[src/rtl/alu_sequencer.sv]
// alu_sequencer: sequencing controller in front of the 8-bit accumulator ALU.
// Owns acc and {z,c,n,v} flags. Runs one op per request (valid/ready in),
// drives the external ALU, returns the result (valid/ready out).
// Ports: clk, rst_n; req_valid/req_ready/req_op/req_operand;
//        resp_valid/resp_ready/resp_acc/resp_flags/resp_err;
//        alu_type/alu_op/alu_acc/alu_reg out; alu_out/alu_c/alu_z/alu_n in.
// Optional macro ALU_SEQ_MUL_EN enables the iterative MUL (opcode 1100).
module alu_sequencer (
    input  logic       clk,
    input  logic       rst_n,
    input  logic       req_valid,
    output logic       req_ready,
    input  logic [3:0] req_op,
    input  logic [7:0] req_operand,
    output logic       resp_valid,
    input  logic       resp_ready,
    output logic [7:0] resp_acc,
    output logic [3:0] resp_flags,
    output logic       resp_err,
    output logic       alu_type,
    output logic [3:0] alu_op,
    output logic [7:0] alu_acc,
    output logic [7:0] alu_reg,
    input  logic [7:0] alu_out,
    input  logic       alu_c,
    input  logic       alu_z,
    input  logic       alu_n
);

    localparam logic [3:0] OP_LDA = 4'b0000;
    localparam logic [3:0] OP_ADD = 4'b0010;
    localparam logic [3:0] OP_SUB = 4'b0011;
    localparam logic [3:0] OP_SHL = 4'b0100;
    localparam logic [3:0] OP_SHR = 4'b0101;
    localparam logic [3:0] OP_AND = 4'b0110;
    localparam logic [3:0] OP_OR  = 4'b0111;
    localparam logic [3:0] OP_XOR = 4'b1000;
    localparam logic [3:0] OP_CMP = 4'b1010;
    localparam logic [3:0] OP_MUL = 4'b1100;

`ifdef ALU_SEQ_MUL_EN
    typedef enum logic [2:0] {
        S_IDLE, S_EXEC, S_MUL_ADD, S_MUL_SHIFT, S_RESP
    } state_t;
`else
    typedef enum logic [1:0] {
        S_IDLE, S_EXEC, S_RESP
    } state_t;
`endif

    state_t     state_q, state_d;
    logic [7:0] acc_q, acc_d;
    logic [3:0] flags_q, flags_d;
    logic [3:0] op_q, op_d;
    logic [7:0] opr_q, opr_d;
    logic       err_q, err_d;
    logic [7:0] res;
`ifdef ALU_SEQ_MUL_EN
    logic [7:0] prod_q, prod_d;
    logic [7:0] mcand_q, mcand_d;
    logic [7:0] mplier_q, mplier_d;
`endif

    function automatic logic op_legal(input logic [3:0] op);
        case (op)
            OP_LDA, OP_ADD, OP_SUB, OP_SHL, OP_SHR,
            OP_AND, OP_OR, OP_XOR, OP_CMP: op_legal = 1'b1;
`ifdef ALU_SEQ_MUL_EN
            OP_MUL:                        op_legal = 1'b1;
`endif
            default:                       op_legal = 1'b0;
        endcase
    endfunction

    assign alu_type   = 1'b0;
    assign resp_acc   = acc_q;
    assign resp_flags = flags_q;
    assign resp_err   = err_q;

    always_comb begin
        state_d    = state_q;
        acc_d      = acc_q;
        flags_d    = flags_q;
        op_d       = op_q;
        opr_d      = opr_q;
        err_d      = err_q;
        res        = 8'h00;
        req_ready  = 1'b0;
        resp_valid = 1'b0;
        alu_op     = 4'b0000;
        alu_acc    = 8'h00;
        alu_reg    = 8'h00;
`ifdef ALU_SEQ_MUL_EN
        prod_d     = prod_q;
        mcand_d    = mcand_q;
        mplier_d   = mplier_q;
`endif
        unique case (state_q)
            S_IDLE: begin
                req_ready = 1'b1;
                if (req_valid) begin
                    op_d  = req_op;
                    opr_d = req_operand;
                    err_d = 1'b0;
                    if (!op_legal(req_op)) begin
                        err_d   = 1'b1;
                        state_d = S_RESP;
                    end else if (req_op == OP_LDA) begin
                        acc_d   = req_operand;
                        state_d = S_RESP;
`ifdef ALU_SEQ_MUL_EN
                    end else if (req_op == OP_MUL) begin
                        prod_d   = 8'h00;
                        mcand_d  = acc_q;
                        mplier_d = req_operand;
                        state_d  = S_MUL_ADD;
`endif
                    end else begin
                        state_d = S_EXEC;
                    end
                end
            end
            S_EXEC: begin
                alu_op  = op_q;
                alu_acc = acc_q;
                alu_reg = opr_q;
                res     = alu_out;
                // The ALU barrel shifter only looks at the low bits.
                if ((op_q == OP_SHL || op_q == OP_SHR) && (|opr_q[7:3]))
                    res = 8'h00;
                if (op_q == OP_CMP) begin
                    flags_d[3] = alu_z;
                    flags_d[1] = alu_n;
                end else begin
                    acc_d      = res;
                    flags_d[3] = (res == 8'h00);
                    flags_d[1] = res[7];
                    flags_d[2] = 1'b0;
                    flags_d[0] = 1'b0;
                    if (op_q == OP_ADD) begin
                        flags_d[2] = alu_c;
                        flags_d[0] = (acc_q[7] == opr_q[7]) &&
                                     (res[7] != acc_q[7]);
                    end else if (op_q == OP_SUB) begin
                        flags_d[2] = alu_c;
                        flags_d[0] = (acc_q[7] != opr_q[7]) &&
                                     (res[7] != acc_q[7]);
                    end
                end
                state_d = S_RESP;
            end
`ifdef ALU_SEQ_MUL_EN
            S_MUL_ADD: begin
                alu_op  = OP_ADD;
                alu_acc = prod_q;
                alu_reg = mcand_q;
                if (mplier_q[0])
                    prod_d = alu_out;
                state_d = S_MUL_SHIFT;
            end
            S_MUL_SHIFT: begin
                alu_op   = OP_SHL;
                alu_acc  = mcand_q;
                alu_reg  = 8'd1;
                mcand_d  = alu_out;
                mplier_d = mplier_q >> 1;
                if (mplier_q[7:1] == 7'd0) begin
                    acc_d   = prod_q;
                    flags_d = {(prod_q == 8'h00), 1'b0, prod_q[7], 1'b0};
                    state_d = S_RESP;
                end else begin
                    state_d = S_MUL_ADD;
                end
            end
`endif
            S_RESP: begin
                resp_valid = 1'b1;
                if (resp_ready)
                    state_d = S_IDLE;
            end
            default: state_d = S_IDLE;
        endcase
    end

    always_ff @(posedge clk or negedge rst_n) begin
        if (!rst_n) begin
            state_q  <= S_IDLE;
            acc_q    <= 8'h00;
            flags_q  <= 4'h0;
            op_q     <= 4'h0;
            opr_q    <= 8'h00;
            err_q    <= 1'b0;
`ifdef ALU_SEQ_MUL_EN
            prod_q   <= 8'h00;
            mcand_q  <= 8'h00;
            mplier_q <= 8'h00;
`endif
        end else begin
            state_q  <= state_d;
            acc_q    <= acc_d;
            flags_q  <= flags_d;
            op_q     <= op_d;
            opr_q    <= opr_d;
            err_q    <= err_d;
`ifdef ALU_SEQ_MUL_EN
            prod_q   <= prod_d;
            mcand_q  <= mcand_d;
            mplier_q <= mplier_d;
`endif
        end
    end

endmodule
[config.mk]
export PLATFORM = sky130hd
export DESIGN_NAME = alu_sequencer
export DESIGN_NICKNAME = d
export VERILOG_FILES = /design/src/rtl/alu_sequencer.sv
export SDC_FILE = /design/constraint.sdc
export NUM_CORES = 1
export LEC_CHECK = 0
export ABC_AREA = 0
export CAP_MARGIN = 15
export CELL_PAD_IN_SITES_DETAIL_PLACEMENT = 0
export CELL_PAD_IN_SITES_GLOBAL_PLACEMENT = 1
export CORE_ASPECT_RATIO = 0.5
export CORE_MARGIN = 2
export CORE_UTILIZATION = 30
export DETAILED_ROUTE_END_ITERATION = 6
export GPL_TIMING_DRIVEN = 0
export PLACE_DENSITY_LB_ADDON = 0.1
export SETUP_SLACK_MARGIN = 0.2
export SYNTH_ARGS = -nofsm -noshare
export SYNTH_HDL_FRONTEND = slang
export SYNTH_SLANG_ARGS = --single-unit
[constraint.sdc]
create_clock -name clk -period 1.8 [get_ports clk]
set_clock_uncertainty 0.2 [all_clocks]
set_input_delay 0.36 -clock clk [delete_from_list [all_inputs] [get_ports clk]]
set_output_delay 0.36 -clock clk [all_outputs]
set_load 0.01 [all_outputs]
==> metrics.md <==
| Metric | Value |
|---|---|
| Sequential area share after synthesis | `46.5%` |
| Crit path buffers/inverters | `2` |
| IO Port Bufs | `61` |
| Synth unique cells | `35` |
| Area Overhead vs Synth | `62.8%` |
| Slew margin rel. | `64.9%` |
| Maximum vdd drop | `0.502 mV` |
| Crit Path Max Fanout | `10` |
| I/O Pins | `63` |
| Setup crit end kind | `output port` |
| CP Launch Point | `state_q[0]` |
| Clk slew on worst S/H paths | `0.09 ns` |
| WP depth | `4` |
| Cell Int Power | `0.00190 W` |
| Register Area | `678 um2` |
| Post-synth EDFFs | `0` |
| Top cell family by delay on the critical path | `flip-flops` |
| Clock buffer depth | `2` |
| Via/cell ratio | `4.57` |
| FF-to-FF Start | `state_q[0]` |
| Power per cell area | `1300 nW/um2` |
| Final count of negative-setup-slack endpoints | `28` |
| Initial Utilization | `32.1%` |
| Post-route non-filler standard cell count | `310` |
| Post-Place Cells | `291` |
| Initial drt markers | `66` |
| Die height | `53.2 um` |
| Combinational share of power | `52.3%` |
| Final hold vios | `0` |
| Num rows | `17` |
| Design area | `2370 um2` |
| RSZ-0062 raised after global routing | `yes` |
| FMAX | `531 MHz` |
| Vias in the first global route | `1,289` |
| 1st-pass router iterations | `4` |
| Leak | `1.13 nW` |
| Mean post-synth cell area | `8.92 um2` |
| H-tree Lvls | `1` |
| GRT Util Overall | `17.1%` |
| Largest net degree at the start of global routing | `19` |
| Clk Latency, worst-skew pair | `0.27 ns` |
| Fill cell count | `458` |
| End of the critical path | `alu_reg[7]` |
| RR Endpoint | `resp_acc[7]` |
| Area taken by multi-input logic gates | `830 um2` |
| Die area | `5450 um2` |
| Root Driver | `clkbuf_8` |
| Layout cell share with drive strength beyond 1 | `32.4%` |
| WL final | `4340 um` |
| Initial antenna violation count | `0` |
| Most used DFF post-synth | `dfrtp_1` |
| Placeable Area | `4530 um2` |
| Ant diodes | `0` |
| Synth Register Bits | `27` |
| Asr flop ratio synth | `100%` |
| Final worst-path cycle share | `105%` |
| Max-cap viol count | `0` |
| Post-DP HPWL | `3210 um` |
| Remaining Overflow, GRT | `0` |
| Clock share of power | `11.2%` |
| Worst Max-Slew Pin Slew | `0.524 ns` |
| Required @ worst endpoint | `1.24 ns` |
| Crit start category | `flip-flop` |
| Type of the worst min-delay path | `primary input to asynchronous set/reset pin` |
| Most frequent cells in the layout | `nand2_1 (43), dfrtp_1 (25), buf_2 (21), clkdlybuf4s50_1 (21), and2_1 (20)` |
| P_sw | `0.00118 W` |
| R2r worst-path depth | `6` |
| Failing checks | `setup timing` |
| First-pass GRT wire length | `6840 um` |
| Area post-placement | `2180 um2` |
| CP arrival | `1.32 ns` |
| Synth warn | `0` |
| Max-slew violation count | `0` |
| Commonest non-fill, non-tap cell in the layout | `nand2_1` |
| Sink Count | `27` |
| Crit path max-delay cell type | `dfrtp_1` |
| CTS tree | `built` |
| Kind of critical path | `flip-flop to output port` |
| Reg-to-reg setup timing slack | `-0.06 ns` |
| Period minus WS final | `1.88 ns` |
| Worst Slack Setup Final | `-0.0838 ns` |
| Vias post-DR | `1,416` |
| Worst path cell trace | `and2b_2 > clkbuf_8 > and2_1 > buf_2` |
| Crit-path max cell delay | `0.38 ns` |
| Status | `finished, violations left` |
| Sequential power share | `36.5%` |
| Post-Syn Area | `1450 um2` |
| TritonCTS buffer count | `3` |
| NumNets Final | `272` |
| Die width | `102 um` |
| Syn_nets | `190` |
| Wirelength per Cell | `14.0 um` |
| Sw Share | `38.4%` |
| Syn Inst Count | `163` |
| Routed Antenna Nets | `0` |
| Residual DRC count | `0` |
| GP Congestion | `0.758` |
per-layer routing:
layer  share of wire, %  vias up  routed length [um]  global-route usage [%]
li1                   -      714                   -                       -
met1                 51      659                2210                    24.6
met2                 42       41                1840                    26.6
met3                6.0        2                 260                    4.10
met4               0.62        0                  27                    2.67
met5                  0        -                   0                       0
cell type report:
cell class                 instances  share of cell area [%]
clock inverter                     1                   0.317
timing repair buffer              77                    27.0
clock buffer                       3                    1.74
sequential                        27                    28.6
buffer                             8                    3.59
tap                               66                    3.49
inverter                           1                   0.159
multi-input combinational        127                    35.0
how the worst min path moves through the flow:
stage	startpoint	to	slack, ns	cells after the start
detailed placement	opr_q[0]	opr_q[0]	0.26	2
CTS	rst_n	resp_flags[2]	0.25	1
global route	rst_n	resp_flags[2]	0.26	1
floorplan	rst_n	op_q[0]	-0.14	0
finish	rst_n	resp_flags[2]	0.23	1
global placement	opr_q[1]	opr_q[1]	0.25	2
kinds of logic (layout without fill, tap and decap cells):
logic type | count (synthesis) | after routing | synth area share, %
muxes | 1 | 1 | 0.688
AOI/OAI and AO/OA | 33 | 33 | 16.5
other | 1 | 1 | 0.258
and+or+nand+nor | 91 | 91 | 31.8
xor gates and xnor gates | 1 | 1 | 0.603
buffers and inverters | 9 | 90 | 3.61
DFF | 27 | 27 | 46.5
Yosys cell counts, types with 2 or more instances:
cell type	n	area share [%]
a22oi_1	7	3.6
dfrtp_1	27	46
nand2_1	43	11
nor3b_1	2	1.0
buf_6	2	1.5
o31ai_1	2	1.0
clkbuf_1	5	1.3
nor2_1	12	3.1
o22ai_2	2	1.7
a22o_1	2	1.2
nor4_1	2	0.86
o21ai_0	3	1.0
and2_1	21	9.0
and2b_1	2	1.0
a21oi_2	2	1.2
a21oi_1	10	3.4
metrics by stage:
stage | total power [W] | setup TNS (ns) | util [%] | setup slack (ns) | hold WS (ns)
finish | 0.00308 | -1.79 | 52.3 | -0.0838 | 0.231
global route | 0.00335 | -3.31 | 52.3 | -0.145 | 0.256
CTS | 0.00301 | -2.13 | 51.0 | -0.194 | 0.248
detailed placement | 0.00254 | -17.24 | 48.2 | -0.572 | 0.258
global placement | 0.00251 | -24.40 | 47.6 | -0.557 | 0.250
floorplan | 0.00183 | 0 | - | 0.142 | -0.136
repair_timing:
item / CTS / global route
hold buffers: 0 / 0
setup endpoints to repair: 58 / 48
pin swaps: 20 / 5
setup buffers: 11 / 3
resized for setup: 135 / 12
cloned: 1 / 0
power groups by stage:
stage	Clock, W	Combinational (W)	Sequential (W)
2_1_floorplan	0	0.000685	0.00115
3_3_place_gp	0	0.00137	0.00114
3_5_place_dp	0	0.00139	0.00115
4_1_cts	0.000358	0.00154	0.00112
5_1_grt	0.000385	0.00179	0.00118
6_report	0.000346	0.00161	0.00112
state kept, by name, summed over array words and instances, names as in the netlist:
name        count
resp_acc        8
resp_err        1
op_q            4
resp_flags      4
opr_q           8
state_q         2
worst register-to-register path, stage by stage (launching register included):
cell and delay (ns):
dfrtp_1 0.38, buf_4 0.15, or3b_1 0.38, buf_6 0.14
o22ai_4 0.23, buf_6 0.18, a31oi_2 0.08
No activity file was read; power rests on OpenSTA's default activity.
